File: config.mk
export PLATFORM = sky130hd
export DESIGN_NAME = restoring_div_ctrl
export DESIGN_NICKNAME = d
export VERILOG_FILES = /design/src/rtl/div_pkg.sv /design/src/rtl/iter_counter.sv /design/src/rtl/restoring_div_ctrl.sv
export SDC_FILE = /design/constraint.sdc
export NUM_CORES = 1
export LEC_CHECK = 0
export BUFFER_PORTS_ARGS = -buffer_cell sky130_fd_sc_hd__buf_2
export CAP_MARGIN = 40
export CORE_AREA = 2 2 39 41
export DETAILED_ROUTE_END_ITERATION = 6
export DIE_AREA = 0 0 41 43
export GPL_ROUTABILITY_DRIVEN = 0
export PLACE_DENSITY = 0.68
export SLEW_MARGIN = 0
export SYNTH_ARGS = -nofsm -noshare
export SYNTH_HDL_FRONTEND = slang
export SYNTH_SLANG_ARGS = --single-unit
File: constraint.sdc
create_clock -name clk -period 1.42 [get_ports clk]
set_clock_uncertainty 0.1 [all_clocks]
set_input_delay 0.355 -clock clk [delete_from_list [all_inputs] [get_ports clk]]
set_output_delay 0.355 -clock clk [all_outputs]
set_load 0.01 [all_outputs]
File: src/rtl/div_pkg.sv
// Shared encodings and default sizing for the restoring-divider controller.
package div_pkg;

  localparam int DIV_N     = 4;
  localparam int DIV_CNT_W = 3;

  typedef enum logic [2:0] {
    S_IDLE  = 3'd0,
    S_LOAD  = 3'd1,
    S_SHIFT = 3'd2,
    S_SUB   = 3'd3,
    S_TEST  = 3'd4,
    S_DONE  = 3'd5
  } state_e;

endpackage

File: src/rtl/iter_counter.sv
// Iteration down-counter: loads the bit count, decrements once per iteration.
// dec_zero flags that the decrement happening this cycle lands on zero.
module iter_counter #(
  parameter int CNT_W = div_pkg::DIV_CNT_W
) (
  input  logic             clk,
  input  logic             rst,
  input  logic             load,
  input  logic [CNT_W-1:0] load_val,
  input  logic             dec,
  output logic             dec_zero
);

  logic [CNT_W-1:0] cnt_q, cnt_d;

  always_comb begin
    cnt_d = cnt_q;
    if (load)
      cnt_d = load_val;
    else if (dec && (cnt_q != '0))
      cnt_d = cnt_q - CNT_W'(1);
  end

  always_ff @(posedge clk or negedge rst) begin
    if (!rst)
      cnt_q <= '0;
    else
      cnt_q <= cnt_d;
  end

  // A count of 0 here is unreachable in TEST, but treating it as last keeps the FSM from looping.
  assign dec_zero = (cnt_q <= CNT_W'(1));

endmodule

File: src/rtl/restoring_div_ctrl.sv
// Control FSM for an N-bit restoring divider: LOAD, then N x (SHIFT, SUB, TEST), then DONE.
// Strobes decode from the registered state plus a_msb; abort suppresses strobes in its cycle.
module restoring_div_ctrl
  import div_pkg::*;
#(
  parameter int N     = DIV_N,
  parameter int CNT_W = DIV_CNT_W
) (
  input  logic clk,
  input  logic rst,
  input  logic start,
  input  logic abort,
  input  logic m_zero,
  input  logic a_msb,
  output logic ld_m,
  output logic ld_q,
  output logic clr_a,
  output logic shift_aq,
  output logic ld_a,
  output logic alu_sub,
  output logic q0_wr,
  output logic q0_val,
  output logic busy,
  output logic done,
  output logic div_by_zero
);

  state_e state_q;
  logic   dbz_q;
  logic   cnt_last;

  iter_counter #(
    .CNT_W(CNT_W)
  ) u_iter_counter (
    .clk     (clk),
    .rst     (rst),
    .load    (state_q == S_LOAD),
    .load_val(CNT_W'(N)),
    .dec     ((state_q == S_TEST) && !abort),
    .dec_zero(cnt_last)
  );

  always_ff @(posedge clk or negedge rst) begin
    if (!rst) begin
      state_q <= S_IDLE;
      dbz_q   <= 1'b0;
    end else if (abort) begin
      // Abort also beats a simultaneous start in IDLE.
      state_q <= S_IDLE;
      dbz_q   <= 1'b0;
    end else begin
      case (state_q)
        S_IDLE: begin
          dbz_q <= 1'b0;
          if (start)
            state_q <= S_LOAD;
        end
        S_LOAD: begin
          dbz_q   <= m_zero;
          state_q <= m_zero ? S_DONE : S_SHIFT;
        end
        S_SHIFT: state_q <= S_SUB;
        S_SUB:   state_q <= S_TEST;
        S_TEST:  state_q <= cnt_last ? S_DONE : S_SHIFT;
        S_DONE:  state_q <= S_IDLE;
        default: state_q <= S_IDLE;
      endcase
    end
  end

  always_comb begin
    ld_m        = 1'b0;
    ld_q        = 1'b0;
    clr_a       = 1'b0;
    shift_aq    = 1'b0;
    ld_a        = 1'b0;
    alu_sub     = 1'b0;
    q0_wr       = 1'b0;
    q0_val      = 1'b0;
    busy        = (state_q == S_LOAD) || (state_q == S_SHIFT) ||
                  (state_q == S_SUB)  || (state_q == S_TEST);
    done        = (state_q == S_DONE);
    div_by_zero = (state_q == S_DONE) && dbz_q;
    if (!abort) begin
      case (state_q)
        S_LOAD: begin
          ld_m  = 1'b1;
          ld_q  = 1'b1;
          clr_a = 1'b1;
        end
        S_SHIFT: shift_aq = 1'b1;
        S_SUB: begin
          ld_a    = 1'b1;
          alu_sub = 1'b1;
        end
        S_TEST: begin
          // Negative remainder: add M back (alu_sub=0) and record a 0 quotient bit.
          q0_wr  = 1'b1;
          q0_val = !a_msb;
          ld_a   = a_msb;
        end
        default: ;
      endcase
    end
  end

endmodule

==> out/summary.log <==
INFO  status         run_status=complete, but fails checks
INFO  status         failed_checks=setup timing
INFO  final_layout   insertedDiodeCount=0
INFO  power_and_ir_drop power.ir.vdd_worst=0.000425V
INFO  logic_synthesis yosysWarningCount=0
INFO  final_layout   nNetsFinal=99
INFO  final_layout   final_cell_mix=buf_2, buf_4, dfrtp_1, buf_6, nor2_1
INFO  worst_setup_path critical_path_peak_fanout=3
INFO  clock_tree     max-clock-path-buffers=2
INFO  logic_synthesis ys_types=30
INFO  routing        drc_errors=0
INFO  worst_setup_path worst-setup-path-type=flop to primary output
INFO  clock_tree     clock_latency=250ps
INFO  die            floorplan.core_area=0.00138sqmm
INFO  placed_design  place_ws=-358ps
INFO  final_layout   mostFrequentLayoutCell=buf_2
INFO  worst_setup_path crit_arrival=1470ps
INFO  worst_setup_path critPathMaxStageDelay=560ps
INFO  timing         setup_ws=-509ps
INFO  logic_synthesis synth-async-reset-ratio=100%
INFO  routing        wl_per_cell=11.3um
INFO  timing         timing.final.hold_violations=0
INFO  min_path       worstHoldPathType=input pin to flop
INFO  logic_synthesis synth-seq-cells=7
INFO  global_route   number_of_global_route_vias_before_repair=511
INFO  timing         maxSlewHeadroom=79.7%
INFO  timing         setup_repair_after_global_routing_missed_its_margin=yes
INFO  die            start_util=38.8%
INFO  timing         max_clock_freq=518MHz
INFO  logic_synthesis synth_area_per_cell=8.66squm
INFO  logic_synthesis netlist_instances=62
INFO  power_and_ir_drop design_power_total=0.758mW
INFO  global_route   grt.busiest_layer=met2
INFO  power_and_ir_drop power_density=912mW/mm^2
INFO  global_route   grt_max_degree=13
INFO  logic_synthesis synth_fp_nets=71
INFO  die            rows=14
INFO  clock_tree     ctsRootBufferMaster=clkbuf_4
INFO  logic_synthesis post_synth_instance_area=537squm
INFO  die            die_height=43um
INFO  routing        drt-vias-per-instance=4.90
INFO  final_layout   layout.area.seq=175squm
INFO  logic_synthesis number_of_flops_mapped_to_enable_cells_by_yosys=0
INFO  routing        ant_nets=0
INFO  global_route   grt_overflow_total=0
INFO  timing         slew_violations=0
INFO  die            die_width=41um
INFO  final_layout   drive_above_1_share=55.1%
INFO  global_route   globalRouteTotalUtil=16.8%
INFO  clock_tree     tritoncts=done
INFO  worst_setup_path setup.worst_path.start_class=flop
INFO  routing        route.final.wire_length=1.19mm
INFO  routing        vias=515
INFO  die            io_pins=17
INFO  timing         final_min_period_over_clock_period=136%
INFO  worst_setup_path critical-path-slowest-cell=or4b_4
INFO  placed_design  place.port_buffers=16
INFO  global_route   number_of_antenna_violations_at_the_first_check_in_global_routing=0
INFO  clock_tree     cts_inserted_buffers=3
INFO  global_route   globalRouteMet2Util=26.3%
INFO  worst_setup_path worstSetupEndpointType=primary output
INFO  logic_synthesis synth_seq_area_share=32.6%
INFO  die            die_footprint=0.00176sqmm
INFO  clock_tree     cts_num_sinks=7
INFO  timing         final.min_clock_period=1930ps
INFO  final_layout   multiInputGateArea=378squm
INFO  final_layout   area_growth=54.8%
INFO  final_layout   final.fill_count=122
INFO  worst_setup_path cp_data_required_time=960ps
INFO  global_route   groute.layer.met3.usage=3.14%
INFO  placed_design  dp_hpwl=967um
INFO  run            maxCapViolations=0
INFO  logic_synthesis synth_flop_cell=dfrtp_1
INFO  worst_setup_path crit_path_cell_trace=or4b_4 > clkinv_4 > a21o_1 > buf_6
INFO  routing        first_iter_violations=3
INFO  power_and_ir_drop leakage_component_of_the_power=0.411nW
INFO  global_route   first_pass_grt_wire_length=2.01mm
INFO  timing         worst_slew_pin_slew=301ps
INFO  timing         setup_violations=16
INFO  clock_tree     worst_setup_hold_path_clk_slew=50ps
INFO  clock_tree     cts_htree_levels=1
INFO  routing        drt_first_pass_iters=3
INFO  global_route   met1_usage=21.0%
[final timing paths]
check | from | to | slack (ps) | cells after the start
min in group asynchronous | rst | state_q[0]$_DFFE_PN0P_ | 360 | 2
hold / removal | m_zero | dbz_q$_DFFE_PN0P_ | 310 | 3
max in group asynchronous | rst | state_q[1]$_DFFE_PN0P_ | 710 | 2
setup reg to reg | state_q[0]$_DFFE_PN0P_ | u_iter_counter.cnt_q[2]$_DFFE_PN0P_ | -140 | 5
hold reg to reg | u_iter_counter.cnt_q[0]$_DFFE_PN0P_ | u_iter_counter.cnt_q[0]$_DFFE_PN0P_ | 430 | 1
setup / recovery | state_q[0]$_DFFE_PN0P_ | ld_a | -510 | 4
[state kept, by name, indices dropped and copies added (netlist names)]
name                  cells
u_iter_counter.cnt_q      3
dbz_q                     1
state_q                   3
[layout make-up]
cell class                 count  share of cell area (%)
clock buffer                   4                    3.16
inverter                       6                    3.46
multi-input combinational     44                    45.5
sequential                     7                    21.1
tap                           16                    2.41
timing repair buffer          28                    24.4
[timing repair]
| item | CTS | global route |
|---|---|---|
| hold buffers | 1 | 0 |
| pin swaps | 5 | 4 |
| gates resized for setup | 9 | 9 |
| setup endpoints to repair | 16 | 17 |
| buffers inserted | 2 | 0 |
| endpoints found under the hold margin | 7 | 0 |
[synthesized netlist by cell type, types with 3 or more instances]
library cell	count	share of area (%)
nand2b_1	3	3.5
inv_1	3	2.1
nor2_1	6	4.2
nor3_1	3	2.8
ha_1	3	7.0
dfrtp_1	7	33
a21oi_1	3	2.8
[where the power goes]
part / total [mW] / switching (mW) / leakage [nW] / internal, mW
Combinational: 0.332 / 0.170 / 0.306 / 0.162
Clock: 0.173 / 0.0661 / 0.0150 / 0.107
Sequential: 0.252 / 0.0280 / 0.0903 / 0.224
[cell families after synthesis]
family / share of synthesized area, %
adder cells (fa/ha/maj): 6.99
multiplexers: 3.73
buffers and inverters: 10.5
AND/OR/NAND/NOR: 27.0
AO/OA/AOI/OAI: 19.1
flip-flops: 32.6
[stage by stage]
step	hold slack (ps)	util, %	cells	cell area [sq um]	setup TNS [ps]
2_1_floorplan	-40.6	-	62	561	-669
5_1_grt	319	60.0	105	831	-5930
4_1_cts	298	57.6	106	797	-5420
3_5_place_dp	91.0	51.0	99	706	-2960
6_report	310	60.0	105	831	-4750
3_3_place_gp	88.3	51.0	99	706	-2530
[per-layer routing]
metal	part of all wire (%)	wire [um]
met4	1.2	14
met1	45	535
met3	3.7	44
met5	0	0
met2	50	590
[worst max-delay path: cells and delay by family, from the launching register on]
family | cells | cell delay, ps
and+or+nand+nor | 1 | 560
buffers and inverters | 2 | 170
AOI/OAI and AO/OA | 1 | 110
DFF | 1 | 390
(Power assumes the default switching activity.)
